===== src/rtl/drive_burst_sequencer_if.sv =====
// Command/status bundle between the motor command decoder (master) and the
// burst sequencer (slave). The debug state mirror lets checkers follow the FSM.
interface drive_burst_sequencer_if #(
    parameter int HALF_W  = 16,
    parameter int COUNT_W = 16
);
    logic               start;
    logic [HALF_W-1:0]  half_period;
    logic [COUNT_W-1:0] n_pulses;
    logic               abort;
    logic               out_clk;
    logic               busy;
    logic               done;
    logic               aborted;
    logic               cfg_err;
    logic [COUNT_W-1:0] pulses_done;
    logic [1:0]         dbg_state;

    modport master (
        output start, half_period, n_pulses, abort,
        input  out_clk, busy, done, aborted, cfg_err, pulses_done, dbg_state
    );

    modport slave (
        input  start, half_period, n_pulses, abort,
        output out_clk, busy, done, aborted, cfg_err, pulses_done, dbg_state
    );
endinterface


===== src/rtl/drive_burst_sequencer.sv =====
// Counted square-wave burst generator: N pulses of H high + H low in_clk cycles,
// with start/abort handshake and abort taking effect only at a pulse boundary.
module drive_burst_sequencer #(
    parameter int IN_FREQ_KHZ = 16000,
    parameter int HALF_W      = 16,
    parameter int COUNT_W     = 16
) (
    input  logic                     in_clk,
    input  logic                     reset_n,
    drive_burst_sequencer_if.slave   bus
);
    // Handshake: start is a one-cycle request honoured only when idle (not busy and
    // not already armed); the burst owns the config until done, which is a one-cycle
    // completion strobe; abort is a level/pulse request sampled only while busy.
    typedef enum logic [1:0] {
        IDLE = 2'd0,
        HIGH = 2'd1,
        LOW  = 2'd2
    } state_t;

    // The input clock rate only documents the timing of half_period.
    if (IN_FREQ_KHZ > 0) begin : g_in_freq_doc
    end

    state_t             state_q, state_d;
    logic               arm_q, arm_d;
    logic [HALF_W-1:0]  phase_q, phase_d;
    logic [HALF_W-1:0]  half_q, half_d;
    logic [COUNT_W-1:0] n_q, n_d;
    logic [COUNT_W-1:0] pulses_q, pulses_d;
    logic               abort_q, abort_d;
    logic               out_clk_q, out_clk_d;
    logic               busy_q, busy_d;
    logic               done_q, done_d;
    logic               aborted_q, aborted_d;
    logic               cfg_err_q, cfg_err_d;

    logic idle_free;
    logic cfg_bad;
    logic start_ok;
    logic start_bad;
    logic running;
    logic phase_end;
    logic low_end;
    logic last_pulse;
    logic abort_now;
    logic burst_end;

    always_comb begin
        idle_free  = (state_q == IDLE) && !arm_q;
        cfg_bad    = (bus.half_period == '0) || (bus.n_pulses == '0);
        start_ok   = bus.start && idle_free && !cfg_bad;
        start_bad  = bus.start && idle_free && cfg_bad;
        running    = (state_q != IDLE);
        phase_end  = (phase_q == half_q - HALF_W'(1));
        low_end    = (state_q == LOW) && phase_end;
        last_pulse = (pulses_q == n_q - COUNT_W'(1));
        abort_now  = abort_q || (bus.abort && running);
        burst_end  = low_end && (last_pulse || abort_now);
    end

    always_ff @(posedge in_clk or negedge reset_n) begin
        if (!reset_n) begin
            state_q   <= IDLE;
            arm_q     <= 1'b0;
            phase_q   <= '0;
            half_q    <= '0;
            n_q       <= '0;
            pulses_q  <= '0;
            abort_q   <= 1'b0;
            out_clk_q <= 1'b0;
            busy_q    <= 1'b0;
            done_q    <= 1'b0;
            aborted_q <= 1'b0;
            cfg_err_q <= 1'b0;
        end else begin
            state_q   <= state_d;
            arm_q     <= arm_d;
            phase_q   <= phase_d;
            half_q    <= half_d;
            n_q       <= n_d;
            pulses_q  <= pulses_d;
            abort_q   <= abort_d;
            out_clk_q <= out_clk_d;
            busy_q    <= busy_d;
            done_q    <= done_d;
            aborted_q <= aborted_d;
            cfg_err_q <= cfg_err_d;
        end
    end

    // The armed cycle delays entry to HIGH so the first rise lands one cycle after the start edge.
    always_comb begin
        state_d = state_q;
        case (state_q)
            IDLE:    if (arm_q) state_d = HIGH;
            HIGH:    if (phase_end) state_d = LOW;
            LOW:     if (phase_end) state_d = burst_end ? IDLE : HIGH;
            default: state_d = IDLE;
        endcase
    end

    always_comb begin
        arm_d     = start_ok;
        half_d    = half_q;
        n_d       = n_q;
        pulses_d  = pulses_q;
        abort_d   = abort_q;
        aborted_d = aborted_q;
        phase_d   = '0;

        if (running && !phase_end) phase_d = phase_q + HALF_W'(1);

        if (start_ok) begin
            half_d    = bus.half_period;
            n_d       = bus.n_pulses;
            pulses_d  = '0;
            abort_d   = 1'b0;
            aborted_d = 1'b0;
        end

        if (running && bus.abort) abort_d = 1'b1;
        if (low_end) pulses_d = pulses_q + COUNT_W'(1);
        if (burst_end) begin
            abort_d   = 1'b0;
            aborted_d = abort_now;
        end

        done_d    = burst_end;
        cfg_err_d = start_bad;
        out_clk_d = (state_d == HIGH);
        busy_d    = (state_d != IDLE);
    end

    assign bus.out_clk     = out_clk_q;
    assign bus.busy        = busy_q;
    assign bus.done        = done_q;
    assign bus.aborted     = aborted_q;
    assign bus.cfg_err     = cfg_err_q;
    assign bus.pulses_done = pulses_q;
    assign bus.dbg_state   = state_q;
endmodule

===== src/flat_wrapper.sv =====
// flat-port wrapper written by rule: the top's interface ports become plain ports
module drive_burst_sequencer_flat 
#(
    parameter int IN_FREQ_KHZ = 16000,
    parameter int HALF_W      = 16,
    parameter int COUNT_W     = 16
)
  (in_clk, reset_n, bus_start, bus_half_period, bus_n_pulses, bus_abort, bus_out_clk, bus_busy, bus_done, bus_aborted, bus_cfg_err, bus_pulses_done, bus_dbg_state);
  drive_burst_sequencer_if #(.HALF_W(HALF_W), .COUNT_W(COUNT_W)) bus_i ();
  input  logic in_clk;
  input  logic reset_n;
  input wire logic [$bits(bus_i.start)-1:0] bus_start;
  input wire logic [$bits(bus_i.half_period)-1:0] bus_half_period;
  input wire logic [$bits(bus_i.n_pulses)-1:0] bus_n_pulses;
  input wire logic [$bits(bus_i.abort)-1:0] bus_abort;
  output wire logic [$bits(bus_i.out_clk)-1:0] bus_out_clk;
  output wire logic [$bits(bus_i.busy)-1:0] bus_busy;
  output wire logic [$bits(bus_i.done)-1:0] bus_done;
  output wire logic [$bits(bus_i.aborted)-1:0] bus_aborted;
  output wire logic [$bits(bus_i.cfg_err)-1:0] bus_cfg_err;
  output wire logic [$bits(bus_i.pulses_done)-1:0] bus_pulses_done;
  output wire logic [$bits(bus_i.dbg_state)-1:0] bus_dbg_state;
  assign bus_i.start = bus_start;
  assign bus_i.half_period = bus_half_period;
  assign bus_i.n_pulses = bus_n_pulses;
  assign bus_i.abort = bus_abort;
  assign bus_out_clk = bus_i.out_clk;
  assign bus_busy = bus_i.busy;
  assign bus_done = bus_i.done;
  assign bus_aborted = bus_i.aborted;
  assign bus_cfg_err = bus_i.cfg_err;
  assign bus_pulses_done = bus_i.pulses_done;
  assign bus_dbg_state = bus_i.dbg_state;
  drive_burst_sequencer #(.IN_FREQ_KHZ(IN_FREQ_KHZ), .HALF_W(HALF_W), .COUNT_W(COUNT_W)) u_core (.in_clk(in_clk), .reset_n(reset_n), .bus(bus_i));
endmodule

===== config.mk =====
export PLATFORM = sky130hd
export DESIGN_NAME = drive_burst_sequencer_flat
export DESIGN_NICKNAME = d
export VERILOG_FILES = /design/src/rtl/drive_burst_sequencer_if.sv /design/src/rtl/drive_burst_sequencer.sv /design/src/flat_wrapper.sv
export SDC_FILE = /design/constraint.sdc
export NUM_CORES = 1
export LEC_CHECK = 0
export ABC_AREA = 1
export CORE_UTILIZATION = 50
export DETAILED_ROUTE_END_ITERATION = 10
export PLACE_DENSITY = 0.86
export RECOVER_POWER = 50
export SYNTH_ARGS = -nofsm -noshare
export SYNTH_HDL_FRONTEND = slang
export SYNTH_SLANG_ARGS = --single-unit

===== constraint.sdc =====
create_clock -name in_clk -period 1.8 [get_ports in_clk]
set_input_delay 0.36 -clock in_clk [delete_from_list [all_inputs] [get_ports in_clk]]
set_output_delay 0.36 -clock in_clk [all_outputs]
set_load 0.005 [all_outputs]

==> results, run 1 <==
- The count of final hold-check violations came to 0.
- The slowest stage cell on the critical path is sky130_fd_sc_hd__dfrtp_1.
- The transition time at the pin with the least slew margin is just over 1 ns.
- The number of global-route vias before repair is 4981.
- The HPWL after detailed placement is a little over 9 mm.
- The endpoint type of the worst setup path is a register.
- In the final layout, the share of cells above drive strength 1 is 0.283.
- The number of buffers created by CTS is 9.
- The post-placement cell count is 898.
- The maximum level of the CTS H-tree is 3.
- From synthesis to final layout, the design area changed by 50.2%.
- For this run, the slowest stage of the critical path takes ~0.40 ns.
- For this run, the number of standard cells in the final layout without fillers is 930.
- From bottom edge to top edge, the die measures between 90 and 100 um.
- The worst-path maximum fanout is 5.
- The clock tree buffer depth is 2.
- The share of the cycle needed by the critical path after routing is 1.25.
- The clock drives 73 sinks.
- The mapped netlist covers ~4500 um^2.
- The total of fill cells in the finished design is approximately 550.
- The root buffer selected by CTS is sky130_fd_sc_hd__clkbuf_8.
- The sequential standard cell area is roughly 1800 um^2.
- The die covers ~9400 um^2.
- The detailed-routing iteration count for the pre-antenna-repair pass is 5.
- The number of nets in the final layout is about 860.
- The worst slack on hold paths is 0.264 ns.
- STA puts the critical path data arrival time at 2.49 ns.
- The max-slew violation total from the final report is 0.
- The maximum number of pins on one net before global-route repair is between 70 and 80.
- The maximum clock frequency is approximately 440 MHz.
- The post-synthesis cell type count is 30.
- The placed instances occupy a cell area of 5980 um^2.
- STA puts the critical path data required time at 2.04 ns.
- The power density relative to cell area is around 1400 nW/um^2.
- The kind of critical path is register to register.
- In the synthesized netlist the dominant register cell turns out to be sky130_fd_sc_hd__dfrtp_1.
- For this run, the register share of the synthesized area comes to 0.407.
- The worst setup path is launched from a register.
- The wire length of the first global-routing pass is approximately 23 mm.
- In the final layout, the multi-input gates occupy approximately 2700 um^2.
- The share of flip-flops with an asynchronous set or reset is 1.00.
- The number of antenna diodes in the final layout is 0.
- The number of buffers inserted by port buffering is a little under 60.
- The maximum resistive drop on vdd is 0.560 mV.
- The number of DRC violations after detailed routing is 0.
- The count of nets left with antenna violations once routing finished came out at 0.
- The run finished, with violations left.
- Clock latency on the worst-skew pair, taken at its later pin, is approximately 0.36 ns.
- The die extent in x is a little under 100 um.
- The initial antenna violation count came to 0.
- The final reports fail on negative setup slack.
- By area the synthesized netlist is led by sky130_fd_sc_hd__dfrtp_1, sky130_fd_sc_hd__nand2_1, sky130_fd_sc_hd__inv_1.
- The cell area after layout is around 6700 um^2.
- The leftover overflow at the end of global routing is 0.
- The class of the tightest hold or removal check is input pin to asynchronous set/reset pin.
- The synthesized design contains 73 register bits.
- Synthesis produced 640 cells.
- The congestion estimate from routability-driven global placement came to 0.911.
- The clock tree from TritonCTS is yes.
- The number of I/O pins is a little under 60.
- For the final database, setup skew stands at approximately 0.014 ns.
- The standby leakage power is between 0.003 and 0.004 uW.
- The number of standard-cell rows in the floorplan is 34.
- In the final routed layout, each cell accounts on average for 16.2 um.
- Measured against its own limit, the worst slew margin works out to 0.314.
- Each instance of the synthesized netlist takes up on average 7.02 um^2.
- The proportion of netlist area held by the largest area contributor is 0.407.
- Synthesis produced a netlist with a net count of 680.
- The global-route total usage across every layer is 0.299.
- The signal on the critical path passes through inv_2 -> ha_4 -> nand2_4 -> inv_1 -> nand2_1 -> nand2_1 -> nand2_1 -> nand3_1 -> nor3_4 -> nand2_4 -> nor2_8 -> buf_4 -> nand2_4 -> nand3_2 -> o21ai_1.
- The number of flops mapped to enable cells by yosys is 0.
- The clock-pin slew on the worst setup and hold paths is about 0.090 ns.
- The initial utilization of the core area, before any placement, comes to 0.515.
- The routed design has 15.0 mm of wire.
- Setup violations remaining at the end of the flow were counted as 39.
- Of all cell types, the one taking the most synthesized area is sky130_fd_sc_hd__dfrtp_1.
- Yosys printed 0 warnings.
- Setup repair after global routing could not meet its margin everywhere.
- The clock period minus worst slack is 2.25 ns.
- The detailed router placed 5033 vias in this run.
- In the post-route analysis, the smallest setup slack over all paths is -0.453 ns.
- The post-detailed-route via-to-cell ratio is 5.41.
- The number of maximum-capacitance constraint violations is 0.
- The DRC violation total after the first TritonRoute iteration is about 290.
- The core region is just under 9000 um^2.
-- final cells by class --
class                           count  share of cell area
Clock inverter                      6              0.0171
Clock buffer                       10              0.0189
Multi-Input combinational cell    474               0.398
Tap cell                          108              0.0200
Sequential cell                    73               0.271
Timing Repair Buffer              175               0.229
Inverter                           84              0.0467
-- power by group --
group / internal [uW] / total (uW) / switching, uW
clock network: 930 / 1640 / 706
logic: 2180 / 4950 / 2770
registers: 2090 / 2580 / 492
-- routing by layer --
| metal | part of all wire | track usage | up-vias |
|---|---|---|---|
| met4 | 0.064 | 0.163 | 0 |
| met1 | 0.37 | 0.340 | 2381 |
| li1 | - | - | 2345 |
| met2 | 0.52 | 0.542 | 231 |
| met3 | 0.047 | 0.0383 | 76 |
| met5 | 0 | 0 | - |
-- synthesized netlist by cell type, types with 8 or more instances --
library cell	instances
sky130_fd_sc_hd__inv_1	84
sky130_fd_sc_hd__nor2_1	69
sky130_fd_sc_hd__xor2_1	17
sky130_fd_sc_hd__nand2_1	220
sky130_fd_sc_hd__nand3_1	42
sky130_fd_sc_hd__xnor2_1	18
sky130_fd_sc_hd__a21oi_1	10
sky130_fd_sc_hd__nand3b_1	14
sky130_fd_sc_hd__dfrtp_1	73
sky130_fd_sc_hd__o21ai_0	34
sky130_fd_sc_hd__nor3_1	8
-- final timing paths --
check | from | endpoint | slack (ns) | cells after the start
hold / removal | reset_n | u_core.phase_q[13]$_DFF_PN0_ | 0.26 | 2
hold reg to reg | u_core.half_q[15]$_DFFE_PN0P_ | u_core.half_q[15]$_DFFE_PN0P_ | 0.51 | 2
setup reg to reg | u_core.half_q[0]$_DFFE_PN0P_ | u_core.bus.aborted$_DFFE_PN0P_ | -0.45 | 15
max in group asynchronous | reset_n | u_core.phase_q[0]$_DFF_PN0_ | 0.83 | 2
setup / recovery | u_core.half_q[0]$_DFFE_PN0P_ | u_core.bus.aborted$_DFFE_PN0P_ | -0.45 | 15
min in group in_clk | u_core.half_q[15]$_DFFE_PN0P_ | u_core.half_q[15]$_DFFE_PN0P_ | 0.51 | 2
-- state kept, by name, indices dropped and copies added (netlist names) --
| signal | cells |
|---|---|
| u_core.abort_q | 1 |
| u_core.arm_q | 1 |
| u_core.bus.aborted | 1 |
| u_core.bus.busy | 1 |
| u_core.bus.cfg_err | 1 |
| u_core.bus.dbg_state | 2 |
| u_core.bus.done | 1 |
| u_core.bus.out_clk | 1 |
| u_core.bus.pulses_done | 16 |
| u_core.half_q | 16 |
| u_core.n_q | 16 |
| u_core.phase_q | 16 |
-- stage by stage --
stage	setup WS [ns]	TNS, ns	total power, uW	utilization
floorplan	-0.0819	-1.49	4850	-
global placement	-0.332	-16.45	6320	0.686
detailed placement	-0.404	-20.59	6510	0.686
CTS	-0.318	-10.08	8390	0.734
global route	-0.574	-20.01	9740	0.774
finish	-0.453	-16.27	9170	0.774
-- worst max-delay path: cells and delay by family, from the launching register on --
kind	cells	cell delay (ns)
compound gates	1	0.05
flops	1	0.40
buf+inv	3	0.30
fa+ha+maj	1	0.18
simple gates	10	1.19
-- cell usage in the layout, fill, tap and decap left out, drive strengths merged --
master / netlist / final
nor3b: 4 / 4
ha: 4 / 4
nand4: 3 / 3
inv: 84 / 85
dfrtp: 73 / 73
xnor2: 18 / 18
clkdlybuf4s50: 0 / 57
nor3: 9 / 9
o21bai: 1 / 1
nand3b: 14 / 14
o21ai: 41 / 41
clkbuf: 6 / 12
nand3: 42 / 42
or2: 2 / 2
clkinv: 0 / 1
buf: 3 / 116
o211ai: 1 / 1
nor2: 77 / 77
xor2: 17 / 17
a21oi: 10 / 10
nand2: 223 / 223
and2: 2 / 2
nor4: 6 / 6
clkinvlp: 0 / 1
bufinv: 0 / 3
-- cells by family after synthesis --
family | share of synthesized area
simple gates | 0.369
fa+ha+maj | 0.0111
buf+inv | 0.0819
flops | 0.407
compound gates | 0.0627
xor+xnor | 0.0682
-- what timing repair did --
item                       CTS  global route
hold buffers                 0             0
cloned                       0             2
gates resized for setup     38            78
setup endpoints to repair   43            70
buffers inserted             6             8
pin swaps                    9            21
No activity file was read; power rests on OpenSTA's default activity.
==> run 2, diff against run 1 <==
- CTS_CLUSTER_DIAMETER: not set -> 100
==> results of run 2 <==
Same layout as run 1: the final DEF is identical, and so are final timing and power.
